$ cat src/rtl/branch_fetch_unit.sv
// Fetch-stage PC unit: owns the PC, drives the instruction-memory request
// handshake, fills IF/ID, and handles stall, branch redirect/flush and discard.
module branch_fetch_unit #(
  parameter logic [63:0] RESET_PC = 64'h0,
  parameter logic [63:0] PC_STEP  = 64'd4
) (
  input  logic        clk,
  input  logic        reset,
  input  logic [63:0] offset_sh,
  input  logic [63:0] br_pc,
  input  logic        br_taken,
  input  logic        stall,
  output logic        imem_req,
  output logic [63:0] imem_addr,
  input  logic        imem_ack,
  input  logic [31:0] imem_rdata,
  output logic        ifid_valid,
  output logic [63:0] ifid_pc,
  output logic [31:0] ifid_instr,
  output logic [63:0] pc_out
);

  typedef enum logic [1:0] {
    BOOT    = 2'd0,
    FETCH   = 2'd1,
    HOLD    = 2'd2,
    DISCARD = 2'd3
  } state_t;

  state_t      state_reg, state_next;
  logic [63:0] pc_reg, pc_next;
  logic [63:0] fetch_addr_reg, fetch_addr_next;
  logic        ifid_valid_reg, ifid_valid_next;
  logic [63:0] ifid_pc_reg, ifid_pc_next;
  logic [31:0] ifid_instr_reg, ifid_instr_next;
  logic [63:0] skid_pc_reg, skid_pc_next;
  logic [31:0] skid_instr_reg, skid_instr_next;

  logic [63:0] target;
  logic [63:0] seq_pc;

  assign target = br_pc + offset_sh;
  assign seq_pc = fetch_addr_reg + PC_STEP;

  always_comb begin
    state_next      = state_reg;
    pc_next         = pc_reg;
    fetch_addr_next = fetch_addr_reg;
    ifid_valid_next = ifid_valid_reg;
    ifid_pc_next    = ifid_pc_reg;
    ifid_instr_next = ifid_instr_reg;
    skid_pc_next    = skid_pc_reg;
    skid_instr_next = skid_instr_reg;

    case (state_reg)
      BOOT: begin
        state_next = FETCH;
        if (br_taken) begin
          pc_next         = target;
          fetch_addr_next = target;
          ifid_valid_next = 1'b0;
        end else begin
          fetch_addr_next = pc_reg;
        end
      end

      FETCH: begin
        if (br_taken) begin
          pc_next         = target;
          ifid_valid_next = 1'b0;
          if (imem_ack) begin
            fetch_addr_next = target;
          end else begin
            state_next = DISCARD;
          end
        end else if (imem_ack) begin
          pc_next = seq_pc;
          if (stall) begin
            skid_pc_next    = fetch_addr_reg;
            skid_instr_next = imem_rdata;
            state_next      = HOLD;
          end else begin
            ifid_valid_next = 1'b1;
            ifid_pc_next    = fetch_addr_reg;
            ifid_instr_next = imem_rdata;
            fetch_addr_next = seq_pc;
          end
        end
      end

      HOLD: begin
        if (br_taken) begin
          pc_next         = target;
          fetch_addr_next = target;
          ifid_valid_next = 1'b0;
          state_next      = FETCH;
        end else if (!stall) begin
          ifid_valid_next = 1'b1;
          ifid_pc_next    = skid_pc_reg;
          ifid_instr_next = skid_instr_reg;
          fetch_addr_next = pc_reg;
          state_next      = FETCH;
        end
      end

      DISCARD: begin
        // A redirect arriving together with the stale ack retires the stale
        // request and goes straight to the newest target, like FETCH does.
        if (br_taken) begin
          pc_next         = target;
          ifid_valid_next = 1'b0;
          if (imem_ack) begin
            fetch_addr_next = target;
            state_next      = FETCH;
          end
        end else if (imem_ack) begin
          fetch_addr_next = pc_reg;
          state_next      = FETCH;
        end
      end

      default: state_next = BOOT;
    endcase
  end

  always_ff @(posedge clk or posedge reset) begin
    if (reset) begin
      state_reg      <= BOOT;
      pc_reg         <= RESET_PC;
      fetch_addr_reg <= RESET_PC;
      ifid_valid_reg <= 1'b0;
      ifid_pc_reg    <= 64'd0;
      ifid_instr_reg <= 32'd0;
      skid_pc_reg    <= 64'd0;
      skid_instr_reg <= 32'd0;
    end else begin
      state_reg      <= state_next;
      pc_reg         <= pc_next;
      fetch_addr_reg <= fetch_addr_next;
      ifid_valid_reg <= ifid_valid_next;
      ifid_pc_reg    <= ifid_pc_next;
      ifid_instr_reg <= ifid_instr_next;
      skid_pc_reg    <= skid_pc_next;
      skid_instr_reg <= skid_instr_next;
    end
  end

  assign imem_req   = (state_reg == FETCH) || (state_reg == DISCARD);
  assign imem_addr  = fetch_addr_reg;
  assign ifid_valid = ifid_valid_reg;
  assign ifid_pc    = ifid_pc_reg;
  assign ifid_instr = ifid_instr_reg;
  assign pc_out     = pc_reg;

endmodule

$ cat config.mk
export PLATFORM = sky130hd
export DESIGN_NAME = branch_fetch_unit
export DESIGN_NICKNAME = d
export VERILOG_FILES = /design/src/rtl/branch_fetch_unit.sv
export SDC_FILE = /design/constraint.sdc
export NUM_CORES = 1
export LEC_CHECK = 0
export ABC_AREA = 1
export ABC_CLOCK_PERIOD_IN_PS = 27300
export BUFFER_PORTS_ARGS = -buffer_cell sky130_fd_sc_hd__buf_4
export CAP_MARGIN = 20
export CORE_MARGIN = 1
export CORE_UTILIZATION = 40
export DETAILED_ROUTE_END_ITERATION = 6
export PLACE_DENSITY_LB_ADDON = 0.12
export SYNTH_ARGS = -nofsm -noshare
export SYNTH_HDL_FRONTEND = slang
export SYNTH_SLANG_ARGS = --single-unit
$ cat constraint.sdc
create_clock -name clk -period 27.3 [get_ports clk]
set_input_delay 1.365 -clock clk [delete_from_list [all_inputs] [get_ports clk]]
set_output_delay 1.365 -clock clk [all_outputs]
set_load 0.005 [all_outputs]
# Word level (Yosys, flattened, before mapping)
# Index checks and enable logic that the tools add are counted.
[classes]
eq_ne = 16
reduce_logical = 10
n_addsub = 2
mux = 39
bitwise_logic = 1
[ops]
columns = ["cell", "count"]
rows = [
  ["$mux 64", 16],
  ["$pmux 64 s2", 2],
  ["$pmux 64 s4", 1],
  ["$mux 32", 5],
  ["$add 64x3->64 const B", 1],
  ["$add 64x64->64", 1],
  ["$pmux 32 s2", 1],
  ["$ne 3x3->1 const B", 6],
  ["$mux 2", 7],
  ["$ne 2x2->1 const B", 6],
  ["$pmux 2 s4", 1],
  ["$reduce_and 4->1", 2],
  ["$reduce_and 6->1", 1],
  ["$mux 1", 5],
  ["$reduce_and 5->1", 1],
  ["$eq 2x2->1 const B", 2],
  ["$pmux 1 s3", 1],
  ["$reduce_or 3->1", 1],
  ["$eq 2x1->1 const B", 1],
  ["$logic_not 2->1", 1],
  ["$ne 2x1->1 const B", 1],
  ["$reduce_and 2->1", 1],
  ["$reduce_bool 2->1", 1],
  ["$reduce_or 2->1", 1],
  ["other kinds (2)", 2],
]
[totals]
register_bits = 323
input_bits = 165
word_cells = 76

# Logic depth before layout (Yosys ltp)
# Gate-level depths: netlist of the first run.
[depth]
ltp_word = 5
depth_mapped = 18

# Least setup slack after synthesis of the first run
# Ideal clock, no wire load.
[synth_timing]
kind = "input to register"
start = "input port offset_sh[0]"
end = "register fetch_addr_reg[56], in the netlist imem_addr[56]"
t_arrival_ns = 3.071
cell_stages = 16
setup_slack_ns = 24.105
setup_time_ns = 0.124
n_path_buf = 0
cell_sequence = "ha_1 > fa_1 > nand2_1 > inv_1 > nand2_1 > nand2_1 > nand2_1 > nand2_1 > nand2_1 > nand3_1 > nand2_1 > nand3_1 > nand2_1 > nand3_1 > a21oi_1 > a21oi_1"
[synth_via]
elab_chain_len = 4
elab_cells_between_ends = 7
cone_classes = "add/sub: 1; mux: 6"
[synth_rtl]
columns = ["item", "line", "text"]
rows = [
  ["start: declaration", "9", "input logic [63:0] offset_sh,"],
  ["$add 64x64->64 (*)", "42", "assign target = br_pc + offset_sh;"],
  ["$mux 64", "71, 112", ""],
  ["$mux 64, on equally long branches", "109, 68", ""],
  ["$pmux 64 s4 (*)", "55", "case (state_reg)"],
  ["end signal: assignment", "139", "fetch_addr_reg <= fetch_addr_next;"],
  ["end: declaration", "32", "logic [63:0] fetch_addr_reg, fetch_addr_next;"],
]
# Mark *: on every way between the ends. The rest lies on a longest branch, timed or not.
# A chain may end at the register's enable or synchronous reset.

# Worst setup path after layout of the first run
[layout_timing]
start = "input port br_taken"
end = "register fetch_addr_reg[15], in the netlist imem_addr[15]"
[layout_via]
elab_chain_len = 2
elab_cells_between_ends = 10
cone_classes = "eq/ne: 4; mux: 5; reduce/logical: 1"
[layout_rtl]
columns = ["item", "line", "text"]
rows = [
  ["start: declaration", "11", "input logic br_taken,"],
  ["$ne 3x3->1 (no line), or another cell as far along", "--", ""],
  ["$reduce_and 4->1 (no line) or $pmux 64 s4 (tied branches)", "--", ""],
]
# Parallel ways exist; a longest one is shown, timed or not.

==> results.md, run 1 <==
- Critical Path RT: 27.69 ns
- Drt total wl: 94800 µm
- Post-synthesis compound-gate area fraction: 15.9%
- Critical path capture point type: flop
- Hpwl dp: 70900 µm
- Status: finished, final reports clean
- Post-DP Area: 0.0278 mm²
- Xor and xnor area share after synthesis: 2.30%
- Yosys warns: 0
- Synth Area in Simple Gates: 34.4%
- Vias in the first global route: 24000
- Initial DRT Pass Iterations: 6
- # Max-Cap Violations: 0
- Final Wtd Congestion: 1.04
- Slew headroom: 34.0%
- Final ANT Viol Nets: 0
- CTS Sinks: 323
- Crit-path max FO: 72
- Total GRT Usage: 29.9%
- Top post-synthesis cells by area: dfrtp_1 (33%), nand2_1 (19%), a21oi_1 (8.4%)
- Worst setup path category: input pin to flop
- CTS Buf Count: 37
- Final hold violations: 0
- Layout Cells excl Fill: 5034
- # resized after CTS: 0
- Final setup viols: 0
- # hold bufs at CTS: 0
- Site Rows: 90
- Initial core utilization: 40.4%
- Cell Pwr Density: 105 mW/mm²
- Fin crit share: 16.8%
- DIE AREA: 0.0618 mm²
- Ports: 391
- Clk Latency, worst-skew pair: 0.55 ns
- Via count: 26500
- Sequential area share after synthesis: 33.2%
- RSZ-0062 raised after global routing: false
- Area grow syn2layout: 19.1%
- Synth Area per Inst: 6.17 µm²
- WHS: 0.485 ns
- DP Cell Count: 4970
- Number of diodes: 0
- Post-synth net total: 4176
- Fin Clk Skew: 0.0223 ns
- Adder-cell area share of the yosys netlist: 3.58%
- Crit-path most repeated cell: buf_4
- Mux share of post-synthesis cell area: 0%
- Hold Path Class: flop to flop
- Synthesized flop and latch total: 323
- Max incr delay on CP: 0.59 ns
- First-pass GRT wire length: 144000 µm
- Yosys top cell by area: dfrtp_1
- Fin Setup TNS: 0 ns
- Share of the synthesized area in the top cell type: 33.2%
- Worst slew pin tran: 0.990 ns
- Initial antenna violation count: 0
- Post-CTS Setup Inserts: 0
- Worst VDD drop: 0.0470 mV
- Fmax: 0.217 GHz
- Flop2flop setup slack: 22.85 ns
- Share of cells above drive strength 1: 12.1%
- Largest net degree at the start of global routing: 135
- Die Y: 249 µm
- Final Slew Violations: 0
- WP data arrival: 4.98 ns
- Design Area, Final: 0.0290 mm²
- Minimum clock period: 4.60 ns
- Root Buffer: clkbuf_16
- Post-synthesis instance area: 0.0243 mm²
- CP max stage cell: buf_4
- Clk slew on worst S/H paths: 0.06 ns
- Distinct cells, synth: 43
- DR iter-0 viols: 2981
- Worst-path cell chain: buf_4, inv_2, nand3_1, nand2_1, nor3_4, buf_4, clkinv_2, buf_4, a31oi_1, a22oi_1
- Static Leak: 0.0152 µW
- # DRC: 0
- Mean routed wirelength per cell: 18.8 µm
- Core area: 0.0602 mm²
- Final nets: 4464
- Final Util: 48.1%
- CTS tree: built
- Via density: 5.26
- Syn Inst Count: 3942
- CTS H-tree depth: 2
- Element type at the critical path start: input pin
- Grt ovf: 0
- Fill count: 6471
- Die Wd: 249 µm
- Port Buffers: 390
- Main combinational cell family by area after synthesis: simple AND/OR/NAND/NOR gates
- Max Root-Sink Buffers: 3
-- placed cells by master, fill, tap and decap left out, types with 3 or more instances in the layout --
master     netlist  routed
nand3_1        204     204
o21ai_0        222     222
inv_1          487     486
nand2_1       1225    1224
a31oi_1          9       9
nand4_1         27      27
clkbuf_8         0      10
nor3_2           6       7
o22ai_1         18      18
o21ai_1          9       9
xnor2_1         19      19
nor4_1           3       3
o2111ai_1       14      14
a21oi_1        409     409
ha_1            68      67
nand3b_1         8       8
clkbuf_1       121       8
xor2_1          45      45
inv_2           16      14
clkinv_2         0       6
nor2_1         543     543
a22oi_1         23      23
nor3_1          50      49
nor2_4           2       3
o211ai_1        15      15
or2_2            7       7
nor2_2           6       5
buf_4            0     412
dfrtp_1        323     323
clkbuf_16        0      37
-- cells by family after synthesis --
logic type | Yosys count
flops | 323
compound gates | 730
simple gates | 2086
fa+ha+maj | 69
xor+xnor | 64
buf+inv | 670
-- cell type report --
cell class	instances	area, µm²	share of cell area, %
clock buffer	55	1090	3.77
tap	782	978	3.38
timing repair buffer	415	3170	10.9
sequential	323	8080	27.9
inverter	504	1900	6.56
multi-input combinational	2949	13700	47.3
clock inverter	6	37.5	0.130
-- synthesized netlist by cell type (all sizes together) --
library cell	instances
a21oi	409
a22oi	23
a311oi	1
a31oi	9
a32o	2
a32oi	2
and3	1
buf	45
clkbuf	121
clkinv	1
dfrtp	323
fa	1
ha	68
inv	503
nand2	1226
nand3	205
nand3b	8
nand4	27
nor2	551
nor3	58
nor4	3
o2111ai	14
o211ai	15
o21a	1
o21ai	231
o21bai	1
o221ai	1
o22ai	18
o31ai	2
o32ai	1
or2	7
xnor2	19
xor2	45
-- worst max-delay path, delay by kind of cell --
kind / cells / cell delay (ns)
AND/OR/NAND/NOR: 3 / 0.60
AO/OA/AOI/OAI: 2 / 0.38
buffers and inverters: 5 / 2.44
-- metal layers --
metal,track usage (%),wire length [µm],vias up
met5,0,0,-
met4,10.0,3250,0
met3,5.66,8120,170
met2,47.3,42400,1099
met1,40.8,41100,12100
li1,-,-,13100
-- per-stage QoR --
step	total power, µW	setup WS [ns]
2_1_floorplan	1810	16.99
3_3_place_gp	2510	22.46
3_5_place_dp	2520	22.35
4_1_cts	3010	22.90
5_1_grt	3250	22.57
6_report	3030	22.70
-- where the power goes --
| group | total, µW | switching (µW) | leakage, µW | internal (µW) |
|---|---|---|---|---|
| Combinational | 1560 | 957 | 0.0108 | 602 |
| Sequential | 991 | 268 | 0.00378 | 723 |
| Clock | 482 | 207 | 0.000562 | 276 |
| Total | 3030 | 1430 | 0.0152 | 1600 |
-- final timing paths --
check                                 from         endpoint  cells past startpoint
max                               br_taken    imem_addr[15]                     10
min                        skid_pc_reg[49]  skid_pc_reg[49]                      2
max reg2reg                   state_reg[1]    imem_addr[10]                     12
min reg2reg                skid_pc_reg[49]  skid_pc_reg[49]                      2
max in group asynchronous            reset    imem_addr[60]                      4
min in group asynchronous            reset       ifid_pc[1]                      2
Power figures use the tool's default switching activity.
==> inputs of run 2 (changes only) <==
ABC_CLOCK_PERIOD_IN_PS = 3700   (was 27300)
clock period = 3.7 ns   (was 27.3 ns; I/O delays follow)
==> results.md, run 2 (synthesized netlist as in run 1, its figures left out) <==
- Clk Latency, worst-skew pair: 0.54 ns
- DP Cell Count: 4986
- Layout Cells excl Fill: 5082
- CP max stage cell: nor2_1
- Multi-input logic area: 0.0137 mm²
- WP data arrival: 2.80 ns
- Final Wtd Congestion: 1.06
- Fin Clk Skew: 0.0157 ns
- Hold Path Class: input pin to flop
- Worst setup path category: flop to output pin
- Worst path bufs/invs: 3
- Site Rows: 90
- Die Wd: 249 µm
- Ports: 391
- Drt total wl: 97300 µm
- Cell Pwr Density: 771 mW/mm²
- Total GRT Usage: 30.8%
- Initial antenna violation count: 0
- First-pass GRT wire length: 148000 µm
- R2R depth: 13
- RR Startpoint: imem_addr[2]
- Hpwl dp: 72300 µm
- Slew headroom: 41.3%
- Port Buffers: 390
- CTS Buf Count: 37
- Critical Path RT: 3.51 ns
- GR peak layer: met2
- Number of diodes: 0
- Met1 Use GR: 42.4%
- Die Y: 249 µm
- DIE AREA: 0.0618 mm²
- Min-delay src: stall
- Final nets: 4510
- Area grow syn2layout: 21.6%
- Share of cells above drive strength 1: 12.3%
- Core area: 0.0602 mm²
- Grt ovf: 0
- Met2 usage in global routing: 47.6%
- Most common cell after layout, fill and taps aside: nand2_1
- Initial core utilization: 40.4%
- CP delay by family, top: buffers and inverters
- CTS tree: built
- DR iter-0 viols: 2656
- Fmax: 0.335 GHz
- Status: finished, final reports clean
- CTS Sinks: 323
- Final hold violations: 0
- Root Buffer: clkbuf_16
- Post-CTS Setup Inserts: 0
- Hold EP: ifid_valid
- Max incr delay on CP: 0.57 ns
- RSZ-0062 raised after global routing: false
- Flop2flop setup slack: 0.89 ns
- # DRC: 0
- Via count: 26800
- Largest net degree at the start of global routing: 193
- Final ANT Viol Nets: 0
- Crit-path max FO: 43
- Overall power: 22800 µW
- Register Area: 0.00808 mm²
- Final setup viols: 0
- Minimum clock period: 2.98 ns
- FF-to-FF End: imem_addr[58]
- Vias in the first global route: 24700
- Element type at the critical path start: flop
- Fin Setup TNS: 0 ns
- WHS: 0.0329 ns
- Worst slew pin tran: 0.878 ns
- Via density: 5.28
- Static Leak: 0.0154 µW
- Mean routed wirelength per cell: 19.2 µm
- Max Root-Sink Buffers: 3
- Clk slew on worst S/H paths: 0.06 ns
- Initial DRT Pass Iterations: 6
- Fin crit share: 80.6%
- Fill count: 6458
- Critical path capture point type: output pin
- Final Slew Violations: 0
- Commonest non-fill, non-tap cells in the layout: nand2_1 (1224), nor2_1 (543), inv_1 (486), buf_4 (415), a21oi_1 (409)
- Hold path depth: 4
- Met3 Track Usage GR: 5.19%
- Worst-path cell chain: ha_1, nor2_1, inv_2, buf_12, buf_4
- Worst VDD drop: 0.570 mV
- # Max-Cap Violations: 0
- CTS H-tree depth: 2
==> run 2: worst max path at each step <==
| stage | start | end | slack [ns] | depth (start not counted) |
|---|---|---|---|---|
| 2_1_floorplan | reset | ifid_instr[0] | -0.79 | 1 |
| 3_3_place_gp | imem_addr[27] | imem_addr[43] | 0.90 | 11 |
| 3_5_place_dp | imem_addr[2] | imem_addr[58] | 0.97 | 13 |
| 4_1_cts | state_reg[1] | imem_req | 0.79 | 5 |
| 5_1_grt | state_reg[0] | imem_req | 0.73 | 5 |
| 6_report | state_reg[0] | imem_req | 0.72 | 5 |
==> run 2: power by group <==
| group | switching (µW) | internal [µW] | total [µW] |
|---|---|---|---|
| logic | 7280 | 4590 | 11900 |
| clock network | 1550 | 2190 | 3740 |
| registers | 1850 | 5340 | 7180 |
==> run 2: what timing repair did <==
action / 4_1_cts / 5_1_grt
hold buffers: 33 / 0
endpoints found under the hold margin: 59 / 0
resized for setup: 0 / 0
==> run 2: metrics by stage <==
step / utilization [%] / setup WS (ns) / area [µm²]
after CTS: 49.1 / 0.792 / 29600
after global routing: 49.1 / 0.732 / 29600
final: 49.1 / 0.717 / 29600
after detailed placement: 46.5 / 0.974 / 28000
after global placement: 46.5 / 0.901 / 28000
after floorplan: - / -0.794 / 24300
==> run 2: cell type report <==
cell class	count	share of cell area (%)
clock buffer	52	3.56
clock inverter	11	0.474
timing repair buffer	461	12.5
tap	782	3.31
sequential	323	27.3
multi-input combinational	2949	46.4
inverter	504	6.41
==> run 2: worst reg2reg max path, cell delays in order (launching register included) <==
cell and delay, ns:
dfrtp_1 0.52, ha_1 0.45, nand3_2 0.22, inv_1 0.17, nand2_1 0.20, nor2_1 0.49, nand3_1 0.13, nand2_1 0.09
nand2_1 0.05, nand2_1 0.07, nand2_1 0.05, o21ai_0 0.09, nand2_1 0.07, a21oi_1 0.14
==> run 2: layer usage <==
metal  routed length, µm  up-vias  share of wire (%)
met5                   0        -                  0
met1               42100    12200                 43
li1                    -    13200                  -
met3                8440      207                8.7
met4                4270        0                4.4
met2               42600     1190                 44
